$ cat config.mk
export PLATFORM = sky130hd
export DESIGN_NAME = seg_disp_top
export DESIGN_NICKNAME = d
export VERILOG_FILES = /design/src/rtl/seg_disp_pkg.sv /design/src/rtl/seg_disp_seg_decoder.sv /design/src/rtl/seg_disp_top.sv
export SDC_FILE = /design/constraint.sdc
export NUM_CORES = 1
export LEC_CHECK = 0
export CORE_UTILIZATION = 46
export CTS_CLUSTER_DIAMETER = 100
export DETAILED_ROUTE_END_ITERATION = 10
export PLACE_DENSITY_LB_ADDON = 0.1
export SLEW_MARGIN = 10
export SYNTH_ARGS = -nofsm -noshare
export SYNTH_HDL_FRONTEND = slang
export SYNTH_SLANG_ARGS = --single-unit
$ cat constraint.sdc
create_clock -name clk -period 3.6 [get_ports clk]
set_clock_uncertainty 0.15 [all_clocks]
set_input_delay 0.9 -clock clk [delete_from_list [all_inputs] [get_ports clk]]
set_output_delay 0.9 -clock clk [all_outputs]
set_load 0.01 [all_outputs]
$ cat src/rtl/seg_disp_pkg.sv
// Shared types, widths and segment constants for the two-digit seven-segment
// seconds counter.
package seg_disp_pkg;

  localparam int SEG_W = 9;  // [8]=digit enable, [7]=DP, [6:0]=g..a
  localparam int BCD_W = 4;

  localparam logic [6:0] SEG_BLANK = 7'h00;
  localparam logic       DIG_ON    = 1'b0;  // digit enable is active-low

  // Active-high segment patterns, bit order g..a, indexed by decimal digit.
  localparam logic [0:9][6:0] SEG_CODES = '{
    7'h3F, 7'h06, 7'h5B, 7'h4F, 7'h66,
    7'h6D, 7'h7D, 7'h07, 7'h7F, 7'h6F
  };

  // Two-digit BCD count value.
  typedef struct packed {
    logic [BCD_W-1:0] tens;
    logic [BCD_W-1:0] units;
  } bcd_pair_t;

  localparam bcd_pair_t BCD_ZERO = '{tens: 4'd0, units: 4'd0};

  // Next value of the 00..99 counter, wrapping 99 -> 00.
  function automatic bcd_pair_t bcd_next(input bcd_pair_t cur);
    bcd_pair_t nxt;
    nxt = cur;
    if (cur.units != 4'd9) begin
      nxt.units = cur.units + 4'd1;
    end else begin
      nxt.units = 4'd0;
      nxt.tens  = (cur.tens == 4'd9) ? 4'd0 : cur.tens + 4'd1;
    end
    return nxt;
  endfunction

endpackage

$ cat src/rtl/seg_disp_seg_decoder.sv
// BCD digit to seven-segment (g..a, active-high) decoder; non-decimal codes blank.
module seg_decoder
  import seg_disp_pkg::*;
(
  input  logic [BCD_W-1:0] bcd,
  output logic [6:0]       seg
);

  // Table lookup; codes 10..15 fall through to blank.
  always_comb begin
    // NOTE: assigning a default before the case keeps every path driven, so no latch is inferred.
    seg = SEG_BLANK;
    case (bcd)
      4'd0: seg = SEG_CODES[0];
      4'd1: seg = SEG_CODES[1];
      4'd2: seg = SEG_CODES[2];
      4'd3: seg = SEG_CODES[3];
      4'd4: seg = SEG_CODES[4];
      4'd5: seg = SEG_CODES[5];
      4'd6: seg = SEG_CODES[6];
      4'd7: seg = SEG_CODES[7];
      4'd8: seg = SEG_CODES[8];
      4'd9: seg = SEG_CODES[9];
      default: seg = SEG_BLANK;
    endcase
  end

endmodule

$ cat src/rtl/seg_disp_top.sv
// Two-digit seven-segment seconds counter: clock divider -> BCD 00..99 counter
// -> two segment decoders, plus a status LED toggling on every tick.
// Optional feature macro SEG_DP_BLINK_EN: when defined, the units-digit DP
// (seg_led_2[7]) follows the LED; otherwise both DPs are held at 0.
module seg_disp_top
  import seg_disp_pkg::*;
#(
  parameter int unsigned TICK_CYCLES = 25_000_000  // clk cycles per tick, >= 2
) (
  input  logic             clk,
  input  logic             rst,
  output logic             led,
  output logic [SEG_W-1:0] seg_led_1,
  output logic [SEG_W-1:0] seg_led_2
);

  localparam int            DIV_W     = $clog2(TICK_CYCLES);
  localparam logic [DIV_W-1:0] TICK_LAST = DIV_W'(TICK_CYCLES - 1);

  logic [DIV_W-1:0] div_cnt;
  logic             tick;
  bcd_pair_t        count;
  logic [6:0]       tens_seg;
  logic [6:0]       units_seg;

  // Tick is high during the last divider cycle, so the count advances on the
  // edge that wraps the divider: first advance TICK_CYCLES edges after reset.
  assign tick = (div_cnt == TICK_LAST);

  // Free-running divider 0..TICK_CYCLES-1; reset restarts it from 0.
  always_ff @(posedge clk or posedge rst) begin
    // NOTE: sequential state uses non-blocking assignments so every register samples pre-edge values.
    if (rst) begin
      div_cnt <= '0;
    end else if (tick) begin
      div_cnt <= '0;
    end else begin
      div_cnt <= div_cnt + DIV_W'(1);
    end
  end

  // BCD seconds counter, advancing once per tick and wrapping 99 -> 00.
  always_ff @(posedge clk or posedge rst) begin
    if (rst) begin
      count <= BCD_ZERO;
    end else if (tick) begin
      count <= bcd_next(count);
    end
  end

  // Status LED toggles on every tick, giving a period of 2*TICK_CYCLES.
  always_ff @(posedge clk or posedge rst) begin
    if (rst) begin
      led <= 1'b0;
    end else if (tick) begin
      led <= ~led;
    end
  end

  seg_decoder u_dec_tens (
    .bcd (count.tens),
    .seg (tens_seg)
  );

  seg_decoder u_dec_units (
    .bcd (count.units),
    .seg (units_seg)
  );

  // Segment buses: decode of registered digits, no added latency. Tens DP is
  // always off; the units DP optionally mirrors the LED.
  assign seg_led_1 = {DIG_ON, 1'b0, tens_seg};
`ifdef SEG_DP_BLINK_EN
  assign seg_led_2 = {DIG_ON, led, units_seg};
`else
  assign seg_led_2 = {DIG_ON, 1'b0, units_seg};
`endif

endmodule

==> results of run 1 <==
## cell families after synthesis
| kind of cell | synth area share (%) |
|---|---|
| simple gates | 26.6 |
| compound gates | 11.9 |
| flops | 37.3 |
| buf+inv | 6.91 |
| xor+xnor | 6.14 |
| fa+ha+maj | 8.22 |
| mux | 2.74 |
| other cells | 0.164 |
## layout make-up
type	instances	area, sq um
Fill cell	445	2210
Tap cell	67	83.8
Timing Repair Buffer	18	175
Sequential cell	34	851
Clock buffer	6	82.6
Inverter	17	63.8
Multi-Input combinational cell	180	1280
## state kept, by name (all words and copies together) (netlist names)
signal	count
div_cnt	25
count	8
led	1
## metal layers
| layer | share of wire, % | vias to the layer above |
|---|---|---|
| li1 | - | 882 |
| met2 | 43 | 25 |
| met3 | 3.4 | 6 |
| met4 | 1.3 | 0 |
| met5 | 0 | - |
| met1 | 52 | 827 |
## power groups by stage
| stage | Combinational [uW] | Sequential [uW] | Clock [uW] |
|---|---|---|---|
| after floorplan | 10.7 | 389 | 0 |
| after global placement | 11.7 | 389 | 0 |
| after detailed placement | 11.7 | 389 | 0 |
| after CTS | 11.6 | 382 | 286 |
| after global routing | 13.2 | 382 | 303 |
| final | 10.9 | 382 | 274 |
## critical path, cell delays in order (launching register included)
cell	delay [ns]
dfrtp_1	0.50
inv_1	0.14
ha_1	0.26
o21ai_0	0.18
nand2b_1	0.08
o21ai_0	0.07
clkdlybuf4s50_1	0.55
## stage by stage
step                setup WS, ns  total power, uW  area [sq um]
floorplan                   1.37              400          2290
global placement           0.832              401          2460
detailed placement         0.778              401          2460
CTS                        0.467              680          2540
global route               0.273              698          2540
finish                     0.486              667          2540
## how the worst max path moves through the flow
stage | from | to | slack, ns
6_report | count[5] | seg_led_1[0] | 0.49
5_1_grt | count[5] | seg_led_1[0] | 0.27
4_1_cts | count[5] | seg_led_1[0] | 0.47
3_5_place_dp | count[5] | seg_led_1[0] | 0.78
3_3_place_gp | count[5] | seg_led_1[0] | 0.83
2_1_floorplan | count[1] | seg_led_2[0] | 1.37
## cells in the final DEF, fill, tap and decap left out, types with 3 or more instances in the layout
master           Yosys  routed
clkbuf_8             0       6
nand4_1              4       4
o31ai_1              5       5
nor2_1              15      15
o22ai_1             11      11
nor3_1               5       5
or3_1                5       5
a21oi_1              9       9
nand2b_1             4       4
and4_1               4       4
inv_1               17      17
xor2_1               6       6
nand3_1             10      10
nor4b_1              4       4
o21a_1               3       3
ha_1                15      15
nor4_1               5       5
or4_1                7       7
dfrtp_1             34      34
nor2b_1              3       3
clkdlybuf4s50_1      0      16
nand2_1             16      16
o21ai_0             13      13
xnor2_1             10      10
conb_1               1       4
mux2i_1              4       4
==> run summary, run 1 <==
DIE WIDTH: 72.4 um
clock network fraction of design power: 41.1%
final net count: 273
P_int: 531 uW
reg2reg end: div_cnt[24]
placed cells: 316
Post-synth top flop: dfrtp_1
Seq/Total Area, Yosys: 37.3%
core area: 4750 sq um
reg-to-reg slack, setup: 1.30 ns
DRC errors left: 0
post-CTS setup buffers: 0
EDFF count, synth: 0
worst-margin pin slew: 0.619 ns
DR iter-0 viols: 67
fin cells: 322
setup TNS: 0 ns
Hold WC Path Type: flop to flop
Final min period: 3.11 ns
CTS tree: yes
GRT Util Overall: 18.4%
critical path capture point type: output port
Seq pwr share: 57.3%
row count: 25
largest net degree at the start of global routing: 35
GRT met2 Usage: 26.9%
P_sw: 136 uW
drt pass-1 iters: 4
Max Cap Violations: 0
vias in the first global route: 1,593
RSZ-0062 raised after global routing: false
Slew headroom: 58.3%
most frequent cells after synthesis: dfrtp_1, inv_1, nand2_1
FF-to-FF Start: div_cnt[0]
Pwr Density: 262 nW/um^2
Synth area leader: dfrtp_1
grt met1 use: 26.3%
Slew Limit Fails: 0
Pleak: 0.00106 uW
CTS Sinks: 34
die footprint: 5250 sq um
fin util: 53.4%
Synth Area per Inst: 9.39 sq um
Tcrit/Tclk final: 86.5%
Root Driver: clkbuf_8
Layout area overhead: 11.3%
HP Start: led
worst hold endpoint: led
final setup vio count: 0
Final HPWL DP: 2.98 mm
first-pass GRT wire length: 7.47 mm
grt ovf: 0
layout cells sized above 1: 7.06%
worst vdd ir: 0.000155 V
Post-CTS Resized: 0
wire per inst: 13.1 um
PortBufs: 16
Post-Route WL: 4.23 mm
antenna violations before repair: 0
Cell Area, Synth: 2280 sq um
routing usage on met3: 4.72%
Crit path arrival time: 2.06 ns
WS Path Type: flop to output port
share of the synthesized area in the top cell type: 37.3%
gpl congestion: 0.761
FMAX: 0.321 GHz
Clk Latency, worst-skew pair: 0.28 ns
ANT cells: 0
ys async rst share: 100%
Mapped Cells: 243
switching share of power: 20.4%
status: completed
Most Crowded Layer GR: met2
Initial Util: 48.0%
Max clock buf depth: 2
I/O pin count: 21
WHS: 0.320 ns
Critical Path Start Type: flop
CTS H-tree depth: 2
chip height: 72.4 um
CP Max Fanout: 9
count of different cell masters after synthesis: 44
Final Hold Vio Count: 0
power share of the combinational group: 1.6%
# hold bufs at CTS: 0
Synth warnings: 0
Area contributors post-synth: dfrtp_1, ha_1, xnor2_1
Antenna Nets Post-Route: 0
Vias/cell: 5.40
Yosys reg bits: 34
CTS buffer count: 5
via count: 1,740
Worst Hold Depth: 1
Clock transition at path regs: 0.07 ns
count leader, synth: dfrtp_1
Worst R2R Path Depth: 5
WP data required: 2.55 ns
Note: power is estimated with default switching activity, not from simulation.
==> inputs of run 2 (changes only) <==
--- a/config.mk
+++ b/config.mk
@@ -5,10 +5,9 @@
 export SDC_FILE = /design/constraint.sdc
 export NUM_CORES = 1
 export LEC_CHECK = 0
-export CORE_UTILIZATION = 46
+export CORE_UTILIZATION = 30
 export CTS_CLUSTER_DIAMETER = 100
 export DETAILED_ROUTE_END_ITERATION = 10
-export PLACE_DENSITY_LB_ADDON = 0.1
 export SLEW_MARGIN = 10
 export SYNTH_ARGS = -nofsm -noshare
 export SYNTH_HDL_FRONTEND = slang
==> run 2 against run 1 <==
Effect of this change:
- maximum frequency decreased by 1.9%
- first-iteration DRC count increased by 3.0%
- non-clock buffer count did not move
- sequential share of layout area down 0.63 points
- worst setup slack lost 0.062 ns
- register-to-register slack improved by 0.03 ns
- hold slack worse by 0.0068 ns
- global-route usage decreased by 6.0 points
- utilization fell by 18 points
- flip-flop and latch count unchanged
- routed wire length grew 2.2%
==> run summary, run 2 (same netlist as run 1, synthesis figures left out) <==
slowest CP cell: clkdlybuf4s50_1 (unchanged)
via count: 1,781 (was 1,740)
Seq pwr share: 55.4% (was 57.3%)
GRT met2 Usage: 20.7% (was 26.9%)
Post-CTS Resized: 0 (unchanged)
I/O pin count: 21 (unchanged)
Final min period: 3.18 ns (was 3.11 ns)
ANT cells: 0 (unchanged)
power share of the combinational group: 1.6% (about the same)
Max clock buf depth: 2 (unchanged)
Hold WC Path Type: flop to flop (unchanged)
Final WS setup: 0.424 ns (was 0.486 ns)
WS Path Type: flop to output port (unchanged)
grt met1 use: 16.0% (was 26.3%)
GRT Util Overall: 12.4% (was 18.4%)
RSZ-0062 raised after global routing: false (unchanged)
routing usage on met3: 2.77% (was 4.72%)
largest net degree at the start of global routing: 35 (unchanged)
vias in the first global route: 1,639 (was 1,593)
Clk Latency, worst-skew pair: 0.29 ns (was 0.28 ns)
FF-to-FF Start: div_cnt[0] (unchanged)
reg-to-reg slack, setup: 1.33 ns (was 1.30 ns)
CTS H-tree depth: 2 (unchanged)
most common cell after layout, fill and taps aside: dfrtp_1 (unchanged)
drt pass-1 iters: 4 (unchanged)
post-layout power: 689 uW (was 667 uW)
Critical Path Start Type: flop (unchanged)
antenna violations before repair: 0 (unchanged)
Tcrit/Tclk final: 88.2% (was 86.5%)
FMAX: 0.315 GHz (was 0.321 GHz)
Final HPWL DP: 3.05 mm (was 2.98 mm)
gpl congestion: 0.813 (was 0.761)
final net count: 273 (unchanged)
pre-CTS WS: 0.766 ns (was 0.778 ns)
placed cells: 348 (was 316)
Crit path arrival time: 2.13 ns (was 2.06 ns)
switching share of power: 21.9% (was 20.4%)
row count: 31 (was 25)
CP Cell Sequence: inv_1 > ha_1 > o21ai_0 > nand2b_1 > o21ai_0 > clkdlybuf4s50_1 (unchanged)
CTS tree: yes (unchanged)
Pwr Density: 266 nW/um^2 (was 262 nW/um^2)
Initial Util: 31.3% (was 48.0%)
CP peak stage delay: 0.57 ns (was 0.55 ns)
worst path bufs/invs: 2 (unchanged)
CP Max Fanout: 9 (unchanged)
core area: 7290 sq um (was 4750 sq um)
layout cells sized above 1: 7.39% (was 7.06%)
Worst R2R Path Depth: 5 (unchanged)
WP data required: 2.55 ns (about the same)
Clock transition at path regs: 0.07 ns (about the same)
P_sw: 151 uW (was 136 uW)
HP Start: led (unchanged)
wire per inst: 12.1 um (was 13.1 um)
reg2reg end: count[7] (was div_cnt[24])
fin util: 35.5% (was 53.4%)
chip height: 89.2 um (was 72.4 um)
Worst path depth: 6 (unchanged)
worst vdd ir: 0.000144 V (was 0.000155 V)
DRC errors left: 0 (unchanged)
critical path capture point type: output port (unchanged)
Slew Limit Fails: 0 (unchanged)
clock network fraction of design power: 42.9% (was 41.1%)
Layout area overhead: 13.5% (was 11.3%)
Worst Hold Depth: 1 (unchanged)
final setup vio count: 0 (unchanged)
Most Crowded Layer GR: met2 (unchanged)
CTS buffer count: 5 (unchanged)
PortBufs: 16 (unchanged)
Worst path top cell family by delay: buffers and inverters (unchanged)
commonest cells after routing, fill and taps aside: dfrtp_1, inv_1, nand2_1, clkdlybuf4s50_1 (unchanged)
Final Hold Vio Count: 0 (unchanged)
fin cells: 356 (was 322)
post-CTS setup buffers: 0 (unchanged)
P_int: 538 uW (was 531 uW)
CTS Sinks: 34 (unchanged)
Max Cap Violations: 0 (unchanged)
number of flip-flops in the largest register: 25 (unchanged)
setup TNS: 0 ns (unchanged)
status: completed (unchanged)
DR iter-0 viols: 69 (was 67)
worst hold endpoint: led (unchanged)
die footprint: 7960 sq um (was 5250 sq um)
grt ovf: 0 (unchanged)
Vias/cell: 5.00 (was 5.40)
Post-Route WL: 4.32 mm (was 4.23 mm)
worst-margin pin slew: 0.583 ns (was 0.619 ns)
register bank with the most flops: div_cnt (unchanged)
Slew headroom: 60.8% (was 58.3%)
leading registers by flop count: div_cnt x25, count x8, led x1 (unchanged)
Antenna Nets Post-Route: 0 (unchanged)
Pleak: 0.00106 uW (about the same)
Root Driver: clkbuf_8 (unchanged)
# hold bufs at CTS: 0 (unchanged)
CP dominant cell by count: o21ai_0 (unchanged)
DIE WIDTH: 89.2 um (was 72.4 um)
first-pass GRT wire length: 7.66 mm (was 7.47 mm)
run 2: worst max-delay path by stage:
stage / start / to / slack, ns
after floorplan: count[1] / seg_led_2[0] / 1.37
after global placement: count[1] / seg_led_2[0] / 0.84
after detailed placement: count[5] / seg_led_1[3] / 0.77
after CTS: count[5] / seg_led_1[3] / 0.44
after global routing: count[5] / seg_led_1[3] / 0.33
final: count[5] / seg_led_1[3] / 0.42
run 2: power by group through the flow:
| stage | Sequential (uW) | Combinational, uW | Clock (uW) |
|---|---|---|---|
| 2_1_floorplan | 389 | 10.7 | 0 |
| 3_3_place_gp | 389 | 12.0 | 0 |
| 3_5_place_dp | 389 | 12.2 | 0 |
| 4_1_cts | 382 | 12.1 | 307 |
| 5_1_grt | 381 | 13.8 | 324 |
| 6_report | 382 | 11.2 | 296 |
run 2: through the flow:
stage	hold WS, ns	area (sq um)
finish	0.313	2590
global route	0.337	2590
CTS	0.322	2590
detailed placement	0.311	2500
global placement	0.306	2500
floorplan	0.323	2290
run 2: metal layers:
layer / wire length (um) / part of all wire, %
met5: 0 / 0
met4: 42 / 0.97
met3: 154 / 3.6
met2: 2010 / 46
met1: 2120 / 49
run 2: worst register-to-register path, stage by stage, from the launching register on:
cell and delay (ns):
dfrtp_1 0.40, ha_1 0.25, and3_1 0.32, nand4b_4 0.21
or4_1 0.54, a211o_1 0.30
run 2: area by class of cell:
type	count	area [sq um]
fillers	785	4700
multi-input cells	180	1280
flip-flops and latches	34	851
repair buffers	18	175
well taps	99	124
clock buffers	7	86.3
inverters	17	63.8
clock inverters	1	5.00
==> variant 1, RTL diff (flow settings as in run 1) <==
Register the outputs `seg_led_1` and `seg_led_2`, cleared by the reset; this adds one clock of latency there. The other outputs are not delayed to match.
--- a/src/rtl/seg_disp_top.sv
+++ b/src/rtl/seg_disp_top.sv
@@ -69,11 +69,18 @@
 
   // Segment buses: decode of registered digits, no added latency. Tens DP is
   // always off; the units DP optionally mirrors the LED.
-  assign seg_led_1 = {DIG_ON, 1'b0, tens_seg};
 `ifdef SEG_DP_BLINK_EN
   assign seg_led_2 = {DIG_ON, led, units_seg};
 `else
-  assign seg_led_2 = {DIG_ON, 1'b0, units_seg};
+  always_ff @(posedge clk or posedge rst) begin
+    if (rst) begin
+      seg_led_1 <= '0;
+      seg_led_2 <= '0;
+    end else begin
+      seg_led_1 <= {DIG_ON, 1'b0, tens_seg};
+      seg_led_2 <= {DIG_ON, 1'b0, units_seg};
+    end
+  end
 `endif
 
 endmodule
Formal check against the unedited RTL: not equivalent (Yosys sat finds a counterexample within 4 cycles, from zero or initial values and one cycle with rst high).
==> variant 1 against run 1 <==
Synthesized area increased by 11%; highest routed layer unchanged; routed wire length increased by 11%; cell count increased by 3.7%; design area increased by 11%; sequential cell count increased by 14; critical path depth decreased by 1; total power increased by 33%; setup slack improved by 0.75 ns; critical endpoint is now count[1].
==> variant 1: results (changes against run 1) <==
[power]
vdd_ir_drop_max_v=0.000147  ; -5.4%
p_leak_uw=0.00119  ; +12%

[route]
firstDrtPassIters=4  ; unchanged
drt_iter0_markers=114  ; +70%
wirelength_um=4710  ; +11%
routed_via_density=5.34  ; -1.1%
wire_per_inst_um=14.1  ; +7.3%

[timing]
slew_headroom_pct=45.2  ; -13 points

[grt]
grt_max_degree=25  ; -29%
grt_pass1_vias=1707  ; +7.2%
grt_pass1_wl_um=8200  ; +9.8%
grtUsageTotal_pct=17.9  ; -0.47 points
antenna_found_initial=0  ; unchanged

[min_path]
hold_path_class=flop to flop
hold_depth=1  ; unchanged

[clock_network]
numCtsBuffers=5  ; unchanged
cts_root_buffer=clkbuf_8
ctsResizeCount=0  ; unchanged
cts.reportedPaths.clkPinSlew_ns=0.09  ; +0.02 ns
post_cts_buffers=0  ; unchanged
clk_path_buf_depth=2  ; unchanged
htree_levels=2  ; unchanged
clock_latency_ns=0.30  ; +0.02 ns

[synth]
synth_top_flop_cell=dfrtp_1
synth_cell_types=44  ; unchanged
yosys_warnings=0  ; unchanged
synth-async-reset-ratio_pct=100  ; unchanged
synth_area_leaders=dfrtp_1 48%, ha_1 7.4%, xor2_1 3.1%, nand4_1 2.7%, nor2_1 2.7%
synth-seq-area-share_pct=47.6  ; +10 points
avgSynthCellArea_um2=10.1  ; +7.9%
synth_common_cells=48 x dfrtp_1, 18 x nor2_1, 15 x ha_1, 15 x inv_1, 15 x nand2_1

[final_layout]
nNetsFinal=280  ; +2.6%
drive_gt1_share_pct=9.09  ; +2.0 points
n_antenna_cell=0  ; unchanged
reg.largest.list=div_cnt (25), count (8)

[placement]
gp_congestion=0.796  ; +4.6%
dp.cells=326  ; +3.2%
place_hpwl_um=3310  ; +11%
io_buffers=16  ; unchanged
placed_cell_area_um2=2720  ; +11%

[setup_path]
rr_worst_depth=5  ; unchanged
path_max_fanout=16  ; +7
critical_path_arrival_ns=2.43  ; +0.37 ns

[run_status]
status=finished clean

==> variant 1: cell count changes after synthesis, sizes merged, moves of 4 or more <==
cell / delta
nor2: +4
nand4: +5
nor4b: -4
buf: -4
or3: -5
o22ai: -4
dfrtp: +14
==> variant 1: cell families (layout without fill, tap and decap cells) <==
group                      after synthesis  after routing  synth area share, %
DFF                                     48             48                 47.6
adders and majority gates               15             15                 7.44
xor gates and xnor gates                16             16                 5.55
AOI/OAI and AO/OA                       41             41                 9.97
buffers and inverters                   29             41                 5.30
and+or+nand+nor                         91             91                 20.6
other                                    1              4                0.149
muxes                                    8              8                 3.42
==> variant 1: area by class of cell <==
type | count | area [um^2]
repair buffers | 18 | 175
inverters | 15 | 56.3
well taps | 70 | 87.6
clock buffers | 8 | 90.1
flip-flops and latches | 48 | 1200
multi-input cells | 175 | 1200
fillers | 487 | 2390
==> variant 1: worst max-delay path, cell delays in order (launching register included) <==
cell,delay [ns]
dfrtp_1,0.37
ha_1,0.19
and2_1,0.21
nand4_1,0.31
nor2_2,0.75
mux2i_1,0.29
==> variant 1: routing by layer <==
metal	vias up	global-route usage, %	share of wire (%)
li1	896	-	-
met1	870	24.3	50
met2	15	27.6	46
met3	4	3.95	1.8
met4	0	7.50	1.5
met5	-	0	0
==> variant 1: worst paths after layout <==
path | start | end | slack (ns)
setup / recovery | div_cnt[0] | count[1] | 1.24
hold / removal | div_cnt[0] | div_cnt[0] | 0.30
setup reg to reg | div_cnt[0] | count[1] | 1.24
hold reg to reg | div_cnt[0] | div_cnt[0] | 0.30
max in group asynchronous | rst | count[6] | 1.95
min in group asynchronous | rst | led | 0.79
==> variant 1: stage by stage <==
stage | setup slack, ns | total power (uW) | hold slack, ns
after global routing | 1.03 | 921 | 0.323
after global placement | 1.33 | 565 | 0.291
after floorplan | 1.41 | 562 | 0.275
after detailed placement | 1.27 | 565 | 0.295
after CTS | 1.23 | 902 | 0.307
final | 1.24 | 887 | 0.303
==> variant 1: power breakdown <==
part	switching, uW	total [uW]	internal (uW)
sequential	0	539	539
clock	177	334	157
combinational	12.4	14.9	2.47
total	189	887	698
==> variant 2, RTL diff (settings of run 1) <==
Without the edit above. `TICK_CYCLES`: 25_000_000 -> 50_000_000.
--- a/src/rtl/seg_disp_top.sv
+++ b/src/rtl/seg_disp_top.sv
@@ -5,7 +5,7 @@
 module seg_disp_top
   import seg_disp_pkg::*;
 #(
-  parameter int unsigned TICK_CYCLES = 25_000_000  // clk cycles per tick, >= 2
+  parameter int unsigned TICK_CYCLES = 50_000_000  // clk cycles per tick, >= 2
 ) (
   input  logic             clk,
   input  logic             rst,
Behaviour: same outputs for any inputs over 10 cycles, from zero or initial values and one cycle with rst high; that may be too few to reach the edited logic, so the function may still have changed.
==> variant 2 against run 1 <==
Clock power is 7% lower; via count is 4.0% lower; count of clock-buffer cells in the layout stayed put; sequential cell count is 1 higher; setup slack worse by 0.070 ns; design area is 1.8% lower; routed wire length is 3.5% lower; synthesized area is 1.6% lower; total power is 0.98% lower; sequential share of layout area is 1.6 points higher; critical endpoint is now seg_led_1[3]; largest cell class unchanged.
==> variant 2: results (changes against run 1) <==
[clock_network]
htree_levels=2  ; unchanged
ctsResizeCount=0  ; unchanged
clock_latency_ns=0.28  ; about the same
cts_root_buffer=clkbuf_8
clk_path_buf_depth=2  ; unchanged
numCtsBuffers=5  ; unchanged
cts.reportedPaths.clkPinSlew_ns=0.06
post_cts_buffers=0  ; unchanged

[min_path]
hold-path-endpoint=led
hold_depth=1  ; unchanged
hold_path_class=flop to flop
hold_start=led

[synth]
yosys_warnings=0  ; unchanged
synth_area_leaders=dfrtp_1 39%, ha_1 8.4%, xor2_1 4.3%, a21oi_1 2.7%, nand3_1 2.7%
synthMuxAreaShare_pct=2.84  ; +0.10 points
synthAdderAreaFrac_pct=8.36  ; +0.13 points
synth_compound_area_share_pct=15.1  ; +3.2 points
synth_xor_xnor_area_share_pct=5.85  ; -0.29 points
synth_cell_types=51  ; +16%
synth-async-reset-ratio_pct=100  ; unchanged
synth_common_cells=35 x dfrtp_1, 16 x inv_1, 15 x ha_1
synth-seq-area-share_pct=39.0  ; +1.7 points

[placement]
place_ws_ns=0.707  ; -0.0713 ns
place_hpwl_um=2830  ; -5.3%
io_buffers=16  ; unchanged
gp_congestion=0.749  ; -1.5%

[grt]
grt_pass1_vias=1423  ; -11%
grt_pass1_wl_um=6770  ; -9.3%
grt_max_degree=36  ; +2.9%
grtUsageTotal_pct=16.8  ; -1.6 points
antenna_found_initial=0  ; unchanged

[route]
firstDrtPassIters=5  ; +1
vias=1670  ; -4.0%
drt_iter0_markers=70  ; +4.5%
wire_per_inst_um=13.0  ; -0.75%
drc=0  ; unchanged

[final_layout]
n_antenna_cell=0  ; unchanged
reg.largest.list=div_cnt (26), count (8), led (1)
regMostFlops=div_cnt
nNetsFinal=264  ; -3.3%
drive_gt1_share_pct=8.13  ; +1.1 points
nFillCells=445  ; unchanged

[setup_path]
r2r_setup_slack_ns=1.23  ; -0.07 ns
r2r_start=div_cnt[0]
path_max_fanout=8  ; -1
crit-reg2reg-capture=led
rr_worst_depth=6  ; +1

[power]
vdd_ir_drop_max_v=0.000197  ; +27%
p_sw_share_pct=20.7  ; +0.32 points
p_leak_uw=0.00111  ; +4.3%

[timing]
whs_ns=0.321  ; +0.000866 ns
slew_headroom_pct=64.6  ; +6.3 points

[run_status]
status=finished clean

variant 2: cells by family after synthesis:
kind of cell / Yosys count
and+or+nand+nor: 76
AOI/OAI and AO/OA: 54
DFF: 35
buffers and inverters: 31
adders and majority gates: 15
xor gates and xnor gates: 15
muxes: 6
other: 1
variant 2: metal layers:
metal / track usage [%] / wire length, um
met5: 0 / 0
met4: 6.54 / 61
met3: 3.38 / 105
met2: 25.1 / 1740
met1: 24.0 / 2180
variant 2: worst max path at each step:
stage | slack, ns | startpoint | end
CTS | 0.39 | count[5] | seg_led_1[3]
floorplan | 1.27 | count[5] | seg_led_1[0]
detailed placement | 0.71 | count[5] | seg_led_1[3]
global placement | 0.76 | count[5] | seg_led_1[0]
finish | 0.42 | count[5] | seg_led_1[3]
global route | 0.26 | count[5] | seg_led_1[0]
variant 2: layout make-up:
cell class | instances | share of cell area [%]
sequential | 35 | 35.1
inverter | 16 | 2.41
multi-input combinational | 170 | 48.9
timing repair buffer | 19 | 7.32
tap | 67 | 3.36
clock buffer | 6 | 2.91
variant 2: power groups by stage:
stage	combinational, uW	clock [uW]	sequential, uW
floorplan	10.8	0	401
global placement	11.7	0	401
detailed placement	12.0	0	401
CTS	12.0	264	393
global route	13.5	278	393
finish	11.2	256	393
variant 2: through the flow:
stage	instance area [um^2]	utilization, %	instances
after floorplan	2260	-	236
after global placement	2420	51.3	307
after detailed placement	2420	51.3	307
after CTS	2500	52.8	313
after global routing	2500	52.8	313
final	2500	52.8	313
variant 2: critical path, cell delays in order (launching register included):
cell and delay (ns):
dfrtp_1 0.47, inv_1 0.16, ha_1 0.27, nor2_1 0.19, a21oi_1 0.05, o21ai_0 0.15, clkdlybuf4s50_1 0.56
